[src/rtl/y_muldiv_seq.sv]
// y_muldiv_seq: unsigned multi-cycle MUL/DIV sequencer for the HI/LO path.
// It has no adder of its own. It steps the shared 32-bit add/sub unit once
// per cycle: shift-add for MUL, restoring subtract-compare for DIV.
module y_muldiv_seq #(
  parameter int WIDTH = 32,
  parameter int CNT_W = 6
) (
  input  logic             clk,
  input  logic             rst_n,
  input  logic             start,
  input  logic             op,
  input  logic [WIDTH-1:0] a,
  input  logic [WIDTH-1:0] b,
  output logic             busy,
  output logic             done,
  output logic [WIDTH-1:0] hi,
  output logic [WIDTH-1:0] lo,
  output logic             div_by_zero,
  output logic [WIDTH-1:0] arith_a,
  output logic [WIDTH-1:0] arith_b,
  output logic             arith_ctrl,
  input  logic [WIDTH-1:0] arith_z,
  input  logic             arith_cout
);

  typedef enum logic [1:0] {
    st_idle = 2'd0,
    st_run  = 2'd1,
    st_done = 2'd2
  } state_t;

  state_t             state_r, state_s;
  logic               busy_r, done_r, dbz_r, op_r;
  logic [WIDTH-1:0]   hi_r, lo_r, opnd_r;
  logic [CNT_W-1:0]   cnt_r;
  logic [WIDTH-1:0]   hi_s, lo_s, mul_h_s;
  logic               mul_c_s, qbit_s;
  logic [WIDTH:0]     div_rem_s;
  logic               last_iter_s, b_zero_s;

  // Partial remainder with the next dividend bit shifted in (33 bits wide).
  assign div_rem_s   = {hi_r, lo_r[WIDTH-1]};
  assign last_iter_s = (cnt_r == CNT_W'(WIDTH - 1));
  assign b_zero_s    = (b == {WIDTH{1'b0}});

  assign busy        = busy_r;
  assign done        = done_r;
  assign hi          = hi_r;
  assign lo          = lo_r;
  assign div_by_zero = dbz_r;

  // Next-state logic: a zero divisor skips RUN and goes straight to DONE.
  always_comb begin
    state_s = state_r;
    case (state_r)
      st_idle: begin
        if (start) begin
          if (op && b_zero_s) state_s = st_done;
          else                state_s = st_run;
        end else begin
          state_s = st_idle;
        end
      end
      st_run: begin
        if (last_iter_s) state_s = st_done;
        else             state_s = st_run;
      end
      st_done: state_s = st_idle;
      default: state_s = st_idle;
    endcase
  end

  // Operands to the shared add/sub unit; held at zero outside RUN.
  always_comb begin
    arith_a    = {WIDTH{1'b0}};
    arith_b    = {WIDTH{1'b0}};
    arith_ctrl = 1'b0;
    if (state_r == st_run) begin
      arith_b = opnd_r;
      if (op_r) begin
        arith_a    = div_rem_s[WIDTH-1:0];
        arith_ctrl = 1'b1;
      end else begin
        arith_a    = hi_r;
        arith_ctrl = 1'b0;
      end
    end else begin
      arith_a    = {WIDTH{1'b0}};
      arith_b    = {WIDTH{1'b0}};
      arith_ctrl = 1'b0;
    end
  end

  // One iteration step: MUL does a 65-bit right shift of {carry, sum, lo};
  // DIV keeps the difference when r >= divisor (carry-out means no borrow).
  always_comb begin
    mul_c_s = 1'b0;
    mul_h_s = hi_r;
    qbit_s  = 1'b0;
    hi_s    = hi_r;
    lo_s    = lo_r;
    if (op_r) begin
      qbit_s = div_rem_s[WIDTH] | arith_cout;
      if (qbit_s) hi_s = arith_z;
      else        hi_s = div_rem_s[WIDTH-1:0];
      lo_s = {lo_r[WIDTH-2:0], qbit_s};
    end else begin
      if (lo_r[0]) begin
        mul_c_s = arith_cout;
        mul_h_s = arith_z;
      end else begin
        mul_c_s = 1'b0;
        mul_h_s = hi_r;
      end
      hi_s = {mul_c_s, mul_h_s[WIDTH-1:1]};
      lo_s = {mul_h_s[0], lo_r[WIDTH-1:1]};
    end
  end

  // Control register: state plus registered busy/done decoded from next state.
  always_ff @(posedge clk or negedge rst_n) begin
    if (!rst_n) begin
      state_r <= st_idle;
      busy_r  <= 1'b0;
      done_r  <= 1'b0;
    end else begin
      state_r <= state_s;
      busy_r  <= (state_s == st_run) || (state_s == st_done);
      done_r  <= (state_s == st_done);
    end
  end

  // Datapath registers: load on accepted start, step during RUN, hold otherwise.
  always_ff @(posedge clk or negedge rst_n) begin
    if (!rst_n) begin
      hi_r   <= {WIDTH{1'b0}};
      lo_r   <= {WIDTH{1'b0}};
      opnd_r <= {WIDTH{1'b0}};
      op_r   <= 1'b0;
      dbz_r  <= 1'b0;
      cnt_r  <= {CNT_W{1'b0}};
    end else begin
      case (state_r)
        st_idle: begin
          if (start) begin
            op_r  <= op;
            cnt_r <= {CNT_W{1'b0}};
            if (op) begin
              opnd_r <= b;
              if (b_zero_s) begin
                hi_r  <= a;
                lo_r  <= {WIDTH{1'b1}};
                dbz_r <= 1'b1;
              end else begin
                hi_r  <= {WIDTH{1'b0}};
                lo_r  <= a;
                dbz_r <= 1'b0;
              end
            end else begin
              opnd_r <= a;
              hi_r   <= {WIDTH{1'b0}};
              lo_r   <= b;
              dbz_r  <= 1'b0;
            end
          end
        end
        st_run: begin
          hi_r  <= hi_s;
          lo_r  <= lo_s;
          cnt_r <= cnt_r + CNT_W'(1);
        end
        st_done: begin
          hi_r <= hi_r;
        end
        default: begin
          hi_r <= hi_r;
        end
      endcase
    end
  end

endmodule
[config.mk]
export PLATFORM = sky130hd
export DESIGN_NAME = y_muldiv_seq
export DESIGN_NICKNAME = d
export VERILOG_FILES = /design/src/rtl/y_muldiv_seq.sv
export SDC_FILE = /design/constraint.sdc
export NUM_CORES = 1
export LEC_CHECK = 0
export ABC_AREA = 1
export CORE_ASPECT_RATIO = 1.5
export CORE_MARGIN = 2
export CORE_UTILIZATION = 50
export DETAILED_ROUTE_END_ITERATION = 7
export GPL_TIMING_DRIVEN = 0
export PLACE_DENSITY = 0.85
export SLEW_MARGIN = 20
export SYNTH_ARGS = -nofsm -noshare
export SYNTH_HDL_FRONTEND = slang
export SYNTH_SLANG_ARGS = --single-unit
[constraint.sdc]
create_clock -name clk -period 3.53 [get_ports clk]
set_input_delay 0.706 -clock clk [delete_from_list [all_inputs] [get_ports clk]]
set_output_delay 0.706 -clock clk [all_outputs]
set_load 0.05 [all_outputs]
==> impl_metrics.yaml <==
clocking:
  ctsRootBufferMaster: "clkbuf_16"
  cts_tree: "done"
  post_cts_resized: 0
  cts.clk_slew.worst_paths_ps: 70
  holdBufCountCts: 0
  insertion_delay_ps: 360
  clock-sinks: 108
  cts-htree-levels: 3
  cts_buffer_depth: 2
  cts_buffers: 9
  post_cts_buffers: 0
timing:
  slew-limit-headroom_pct: 51.61
  period_minus_slack_ps: 3528
  finalCritPeriodShare_pct: 99.94
  worst_hold_slack_ps: 264.0
  timing.fmax_ghz: 0.2835
  fin_tns_setup_ps: 0
  worstMarginPinSlew_ps: 725.8
  rsz0062_at_grt: "false"
  maxSlewViolCount: 0
  finalHoldViolCount: 0
  fin_ws_ps: 2.138
  fin_skew_ps: 9.100
  finalSetupViolCount: 0
synthesis:
  yosysTopAreaCellShare_pct: 36.40
  synth_nets: 1211
  synth_most_common_cell: "a21oi_1"
  yosys_register_bits: 108
  synthFlopType: "dfrtp_1"
  synthCells: 1108
  yosysSeqAreaShare_pct: 36.40
  netlist_area_mm2: 0.007425
  synthDistinctLibCells: 30
  async_flop_share_pct: 100.0
  synth_common_cells: "223 x a21oi_1, 216 x nor2_1, 140 x nand2_1"
  synth-edff-count: 0
  synth-warning-count: 0
  synth_top_area_cell: "dfrtp_1"
  synthTopCellsByArea: "dfrtp_1 36%, a21oi_1 15%, nor2_1 11%, nand2_1 7.1%, inv_1 5.4%"
  synth.avg_cell_area_um2: 6.701
worst_setup_path:
  critPathKind: "reg -> out"
  reg2reg_depth: 7
  start_kind: "flop"
  crit_arrival_ps: 2820
  crit_path_max_fanout: 10
  end_kind: "primary output"
  r2r_slack_ps: 1550
  r2r_start: "state_r[0]$_DFF_PN0_"
  worstPathRequired_ps: 2820
  r2r_end: "busy$_DFF_PN0_"
run_status:
  status: "finished clean"
job:
  drv_cap: 0
final_layout:
  diodes: 0
  seqCellArea_mm2: 0.002703
  drive_gt1_share_pct: 6.637
  multi_input_area_mm2: 0.003837
  syn2layout_area_growth_pct: 39.01
  fin_util_pct: 71.05
  fill_cells: 1251
  final_nets: 1455
power:
  leakagePower_nw: 4.470
  power_density_mw_per_mm2: 1199
  p_total_mw: 12.38
  peakVddDrop_v: 0.0006440
drt:
  first_pass_iters: 8
  drc: 0
  via_per_inst: 5.825
  drtIter0Drc: 812
  wl_per_cell_um: 18.91
  vias: 9040
  drt-total-wl_um: 29350
  drtAntennaViolNets: 0
min_path:
  hold_path.class: "in -> async"
die:
  die-area_mm2: 0.01586
  core_mm2: 0.01453
  die_h_um: 153.2
  pin_count: 233
  row_count: 54
  die_w_um: 103.5
  start_util_pct: 51.11
grt:
  grt_start_max_net_pins: 64
  grt_first_pass_wirelength_um: 45110
  grt_pass1_vias: 8591
  gr-total-overflow: 0
  antenna_found_initial: 0
  groute.usage.overall_pct: 37.16
placed_design:
  hpwlAfterDp_um: 22710
  dp_slack_ps: 449.1
  io_buffers: 232
  place_congestion: 0.9749
## state kept, by name, indices dropped and copies added (netlist names), 2 cells and up
signal and count:
cnt_r 6, hi 32, lo 32, opnd_r 32, state_r 2
## kinds of logic (layout without fill, tap and decap cells)
kind of cell / count (synthesis) / after routing / synth area share (%)
flip-flops: 108 / 108 / 36.40
AND/OR/NAND/NOR: 371 / 371 / 19.67
AO/OA/AOI/OAI: 428 / 428 / 31.68
buffers and inverters: 199 / 447 / 11.91
adder cells (fa/ha/maj): 2 / 2 / 0.3370
## cell type report
class	instances	share of cell area, %
repair buffers	233	22.78
multi-input cells	801	37.18
plain buffers	87	4.473
inverters	112	4.097
well taps	196	2.376
clock buffers	10	2.315
clock inverters	5	0.5940
flip-flops and latches	108	26.19
## where the power goes
part           switching, mW  internal [mW]
registers              0.524           1.87
clock network          0.487          0.570
logic                   6.04           2.88
total                   7.05           5.33
## layout by cell type (no fill, tap or decap), types with 2 or more instances in the layout
master and n:
clkbuf_1 27, nand3_1 2, dfrtp_1 108, buf_6 9, o21bai_1 32, o211ai_1 33, a21oi_1 223, nor2_2 4
inv_2 5, nand2_1 140, buf_1 4, buf_4 6, buf_2 42, o21ai_0 77, clkdlybuf4s50_1 231, o22ai_1 31
clkbuf_16 9, o21ai_1 29, inv_1 106, ha_1 2, clkinvlp_4 2, nor2_1 216, nand2_2 3
## critical path, stage by stage (launching register included)
cell and delay [ps]:
dfrtp_1 370, nand2_2 90, buf_6 160, clkbuf_1 570
buf_2 400, nor2_1 140, clkdlybuf4s50_1 720
## through the flow
stage               cell area (µm²)  cells
floorplan                      7425   1108
global placement               9992   1536
detailed placement            10020   1537
CTS                           10320   1552
global route                  10320   1552
finish                        10320   1552
## how the worst max path moves through the flow
stage,start,end,slack (ps),depth (start not counted)
after floorplan,state_r[1]$_DFF_PN0_,arith_a[0],710,6
after global placement,rst_n,lo[13]$_DFFE_PN0P_,-2540,1
after detailed placement,state_r[1]$_DFF_PN0_,arith_a[29],450,7
after CTS,state_r[1]$_DFF_PN0_,arith_a[29],80,7
after global routing,state_r[1]$_DFF_PN0_,arith_a[29],30,7
final,state_r[0]$_DFF_PN0_,arith_a[29],2,6
## metal layers
layer	track usage [%]	part of all wire (%)
met1	42.93	35
met2	61.57	49
met3	4.710	8.0
met4	26.57	7.9
met5	0	0
Power figures use the tool's default switching activity.
